File: config.mk
export PLATFORM = sky130hd
export DESIGN_NAME = bcd_serial_alu
export DESIGN_NICKNAME = d
export VERILOG_FILES = /design/src/rtl/bcd_serial_alu.sv
export SDC_FILE = /design/constraint.sdc
export NUM_CORES = 1
export LEC_CHECK = 0
export ABC_AREA = 1
export CORE_MARGIN = 4
export CORE_UTILIZATION = 51
export CTS_BUF_LIST = sky130_fd_sc_hd__clkbuf_4 sky130_fd_sc_hd__clkbuf_8
export DETAILED_ROUTE_END_ITERATION = 7
export MAX_ROUTING_LAYER = met4
export PLACE_DENSITY = 0.76
export RECOVER_POWER = 100
export SETUP_SLACK_MARGIN = 0.4
export SYNTH_ARGS = -nofsm -noshare
export SYNTH_HDL_FRONTEND = slang
export SYNTH_SLANG_ARGS = --single-unit
File: constraint.sdc
create_clock -name clk -period 5 [get_ports clk]
set_clock_uncertainty 0.1 [all_clocks]
set_input_delay 0.75 -clock clk [delete_from_list [all_inputs] [get_ports clk]]
set_output_delay 0.75 -clock clk [all_outputs]
set_load 0.05 [all_outputs]
File: src/rtl/bcd_serial_alu.sv
// Digit-serial packed-BCD add/subtract controller: one shared single-digit
// adder/corrector stepped LSD first, with ten's-complement fix-up of negative results.
module bcd_serial_alu #(
  parameter int NDIG  = 4,
  parameter int CNT_W = 3
) (
  input  logic              clk,
  input  logic              rst_n,
  input  logic              start,
  input  logic              op,
  input  logic [4*NDIG-1:0] A,
  input  logic [4*NDIG-1:0] B,
  output logic              busy,
  output logic              done,
  output logic [4*NDIG-1:0] S,
  output logic              Cout,
  output logic              neg,
  output logic              err
);

  typedef enum logic [1:0] {IDLE, ADD, FIX, DONE} state_t;

  localparam logic [CNT_W-1:0] LAST = CNT_W'(NDIG - 1);

  state_t            state, state_nx;
  logic [4*NDIG-1:0] a_reg, b_reg, w, w_upd;
  logic              op_reg, c;
  logic [CNT_W-1:0]  idx;
  logic [3:0]        a_dig, b_dig, w_dig, x, y, dsum;
  logic [4:0]        t;
  logic              dcout, bad, last;

  assign last = (idx == LAST);

  always_comb begin
    a_dig = '0;
    b_dig = '0;
    w_dig = '0;
    bad   = 1'b0;
    for (int unsigned i = 0; i < NDIG; i++) begin
      if (idx == CNT_W'(i)) begin
        a_dig = a_reg[4*i +: 4];
        b_dig = b_reg[4*i +: 4];
        w_dig = w[4*i +: 4];
      end
      if (A[4*i +: 4] > 4'd9 || B[4*i +: 4] > 4'd9) bad = 1'b1;
    end
  end

  // Shared digit adder: ADD uses A + (B or 9-B) + c, FIX uses (9-w) + c.
  always_comb begin
    if (state == FIX) begin
      x = 4'd9 - w_dig;
      y = '0;
    end else begin
      x = a_dig;
      y = op_reg ? (4'd9 - b_dig) : b_dig;
    end
    t     = {1'b0, x} + {1'b0, y} + {4'b0, c};
    dcout = (t > 5'd9);
    dsum  = dcout ? 4'(t + 5'd6) : t[3:0];
    w_upd = w;
    for (int unsigned i = 0; i < NDIG; i++) begin
      if (idx == CNT_W'(i)) w_upd[4*i +: 4] = dsum;
    end
  end

  always_comb begin
    state_nx = state;
    case (state)
      IDLE: if (start) state_nx = bad ? DONE : ADD;
      ADD:  if (last) state_nx = (op_reg && !dcout) ? FIX : DONE;
      FIX:  if (last) state_nx = DONE;
      DONE: state_nx = IDLE;
      default: state_nx = IDLE;
    endcase
  end

  assign busy = (state == ADD) || (state == FIX);
  assign done = (state == DONE);

  always_ff @(posedge clk) begin
    if (!rst_n) state <= IDLE;
    else        state <= state_nx;
  end

  always_ff @(posedge clk) begin
    if (!rst_n) begin
      a_reg  <= '0;
      b_reg  <= '0;
      w      <= '0;
      op_reg <= 1'b0;
      c      <= 1'b0;
      idx    <= '0;
      S      <= '0;
      Cout   <= 1'b0;
      neg    <= 1'b0;
      err    <= 1'b0;
    end else begin
      case (state)
        IDLE: begin
          if (start) begin
            a_reg  <= A;
            b_reg  <= B;
            op_reg <= op;
            idx    <= '0;
            c      <= op;
            w      <= '0;
            if (bad) begin
              S    <= '0;
              Cout <= 1'b0;
              neg  <= 1'b0;
              err  <= 1'b1;
            end
          end
        end
        ADD: begin
          w <= w_upd;
          if (last) begin
            idx <= '0;
            // Carry seeds the ten's-complement +1 if FIX follows; otherwise unused.
            c   <= 1'b1;
            if (!(op_reg && !dcout)) begin
              S    <= w_upd;
              Cout <= !op_reg && dcout;
              neg  <= 1'b0;
              err  <= 1'b0;
            end
          end else begin
            idx <= idx + 1'b1;
            c   <= dcout;
          end
        end
        FIX: begin
          w <= w_upd;
          c <= dcout;
          if (last) begin
            idx  <= '0;
            S    <= w_upd;
            Cout <= 1'b0;
            neg  <= 1'b1;
            err  <= 1'b0;
          end else begin
            idx <= idx + 1'b1;
          end
        end
        default: ;
      endcase
    end
  end

endmodule

==> impl_metrics.yaml <==
outcome:
  status: "complete, but fails checks"
  violations: "max-capacitance violations, max-slew violations"
routing:
  drtPass1Iterations: 5
  vias_per_cell: 5.41
  wl_per_cell_um: 13.9
  route.detailed.drc: 0
  ant_nets: 0
  wl_um: 10300
  drt_iter0_drc: 201
  vias: 4006
clock_tree:
  cts_root_buf: "clkbuf_8"
  cts_sinks: 74
  h-tree-depth: 3
  cts_buffers: 9
  clk_pin_slew_ns: 0.08
  hold_buffers: 0
  worstSkewPairLatency_ns: 0.36
  cts.path.max_buffers: 2
  cts_tree: "done"
cells_and_area:
  seq_area_um2: 1480
  layoutNonFillerInstCount: 741
  fin_util_pct: 64.8
  final_nets: 689
  diodes: 0
  multi_input_area_um2: 2140
  areaGrowthSynthToFinish_pct: 21.2
  final_layout_size_suffix_gt1_share_pct: 7.17
  layout.filler_cells: 674
sta:
  setup_ws_ns: 0.562
  setup_viol: 0
  finalHoldViolCount: 0
  finalCritPeriodShare_pct: 88.8
  tightest_slew_ns: 2.49
  setup-tns-final_ns: 0
  rsz0062_at_grt: "false"
  timing.fmax_mhz: 225
  drv_slew: 71
  post-route-min-period_ns: 4.44
  relSlewSlack_pct: -65.8
critical_path:
  path_class: "flop to flop"
  cpMaxStageDelayCell: "fa_1"
  end_kind: "flop"
  cpMostUsedCell: "nand2_1"
  ff2ff_setup_slack_ns: 0.56
  crit_chain: "inv_1 -> ha_1 -> nand2_1 -> clkinvlp_2 -> a31oi_1 -> o21ai_0 -> a21oi_1 -> o21ai_0 -> fa_1 -> inv_1 -> fa_1 -> inv_1 -> ha_1 -> nand2_1 -> a21boi_2 -> nand2_4 -> nand4_2 -> nand2_4 -> clkbuf_2 -> nand2_1 -> nand2_1 -> a21oi_1"
  critPathRequiredTime_ns: 5.13
  worstPathArrival_ns: 4.57
  slowest_delay_ns: 0.46
  cp_max_fo: 11
  startpoint_type: "flop"
die:
  die_h_um: 96.1
  initial_core_util_pct: 53.5
  io_pins: 57
  rows: 31
  die_w_um: 96.1
  die-area_um2: 9240
  fp.coreArea_um2: 7410
logic_synthesis:
  yosys_warnings: 0
  synth_nets: 641
  ys_types: 31
  yosysTopAreaCell: "dfxtp_1"
  synth-seq-cells: 74
  syn_area_um2: 3960
  synth_area_per_cell_um2: 6.73
  syn_inst: 589
  netlist.area_leader.share_pct: 37.4
  yosysSeqAreaShare_pct: 37.4
  ys_top_cells_by_area: "dfxtp_1 (37%), nor2_1 (10%), nand2_1 (9.8%), o21ai_0 (9.2%), a21oi_1 (5.9%)"
hold_path:
  hold_path_class: "flop to flop"
global_route:
  grtUsageTotal_pct: 23.9
  antenna_found_initial: 0
  grt_max_degree: 71
  grt-ovfl-total: 0
  grt_pass1_wl_um: 17000
  first_global_vias: 3731
placed_design:
  placed_cells: 718
  gp_congestion: 0.882
  io_buffers: 56
  post-dp-hpwl_um: 7350
  dp_slack_ns: 0.427
flow_run:
  maxCapViolCount: 1
==> final timing paths <==
path	from	end	cells after the start
worst min register to register	Cout	Cout	2
worst min-delay path	Cout	Cout	2
worst max register to register	idx[0]	S[7]	22
worst max-delay path	idx[0]	S[7]	22
==> timing repair <==
action                                  4_1_cts  5_1_grt
buffers inserted                              0        7
endpoints found under the setup margin        4       32
pin swaps                                     0        1
cloned                                        0        0
gates resized for setup                       1        5
==> cell families after synthesis <==
kind of cell	Yosys count	synth area share (%)
and+or+nand+nor	263	27.3
AOI/OAI and AO/OA	150	21.0
buffers and inverters	86	8.90
DFF	74	37.4
adders and majority gates	16	5.43
==> cell usage after synthesis <==
master / instances
a211oi_1: 2
a21boi_2: 1
a21oi_1: 47
a21oi_2: 3
a21oi_4: 2
a31oi_1: 9
buf_1: 4
buf_2: 6
buf_6: 3
clkbuf_1: 18
clkinv_1: 1
dfxtp_1: 74
fa_1: 2
ha_1: 14
inv_1: 51
inv_2: 3
nand2_1: 103
nand2_2: 4
nand2_4: 1
nand3_1: 42
nand3b_1: 1
nand4_1: 1
nand4_2: 1
nor2_1: 106
nor2_2: 1
nor3_1: 2
nor3b_1: 1
o211ai_1: 9
o21ai_0: 73
o21ai_1: 2
o22ai_1: 2
==> stage by stage <==
step	hold slack (ns)	area (um^2)
6_report	0.368	4800
5_1_grt	0.403	4800
4_1_cts	0.366	4740
3_5_place_dp	0.354	4530
3_3_place_gp	0.355	4530
2_1_floorplan	0.325	3960
==> layout by cell type (no fill, tap or decap), types with 4 or more instances in the layout <==
master / Yosys / layout
clkdlybuf4s50_1: 0 / 34
nand2_1: 103 / 102
buf_4: 0 / 11
dlygate4sd3_1: 0 / 21
dfxtp_1: 74 / 74
inv_1: 51 / 50
nand2_2: 4 / 4
o21ai_0: 73 / 73
nand3_1: 42 / 42
nor2_1: 106 / 106
ha_1: 14 / 14
clkbuf_8: 0 / 9
a31oi_1: 9 / 9
a21oi_1: 47 / 48
o211ai_1: 9 / 9
==> layer usage <==
| layer | global-route usage, % | up-vias | wire, um |
|---|---|---|---|
| li1 | - | 2026 | - |
| met1 | 29.6 | 1818 | 4540 |
| met2 | 39.0 | 136 | 4880 |
| met3 | 3.36 | 26 | 548 |
| met4 | 9.72 | 0 | 312 |
| met5 | - | - | 0 |
==> area by class of cell <==
class,instances,area share [%]
tap,99,2.58
sequential,74,30.8
timing repair buffer,68,13.4
clock buffer,9,2.58
inverter,55,4.40
multi-input combinational,429,44.5
clock inverter,7,1.72
==> critical path, delay by kind of cell (launching register included) <==
family                     cells  cell delay, ns
buffers and inverters          5            0.84
AOI/OAI and AO/OA              6            1.02
adders and majority gates      4            1.28
and+or+nand+nor                7            0.67
DFF                            1            0.41
Power is left out: the tool's default activity adds up to more than one toggle a clock period on the data nets, which glitch-free logic cannot reach.
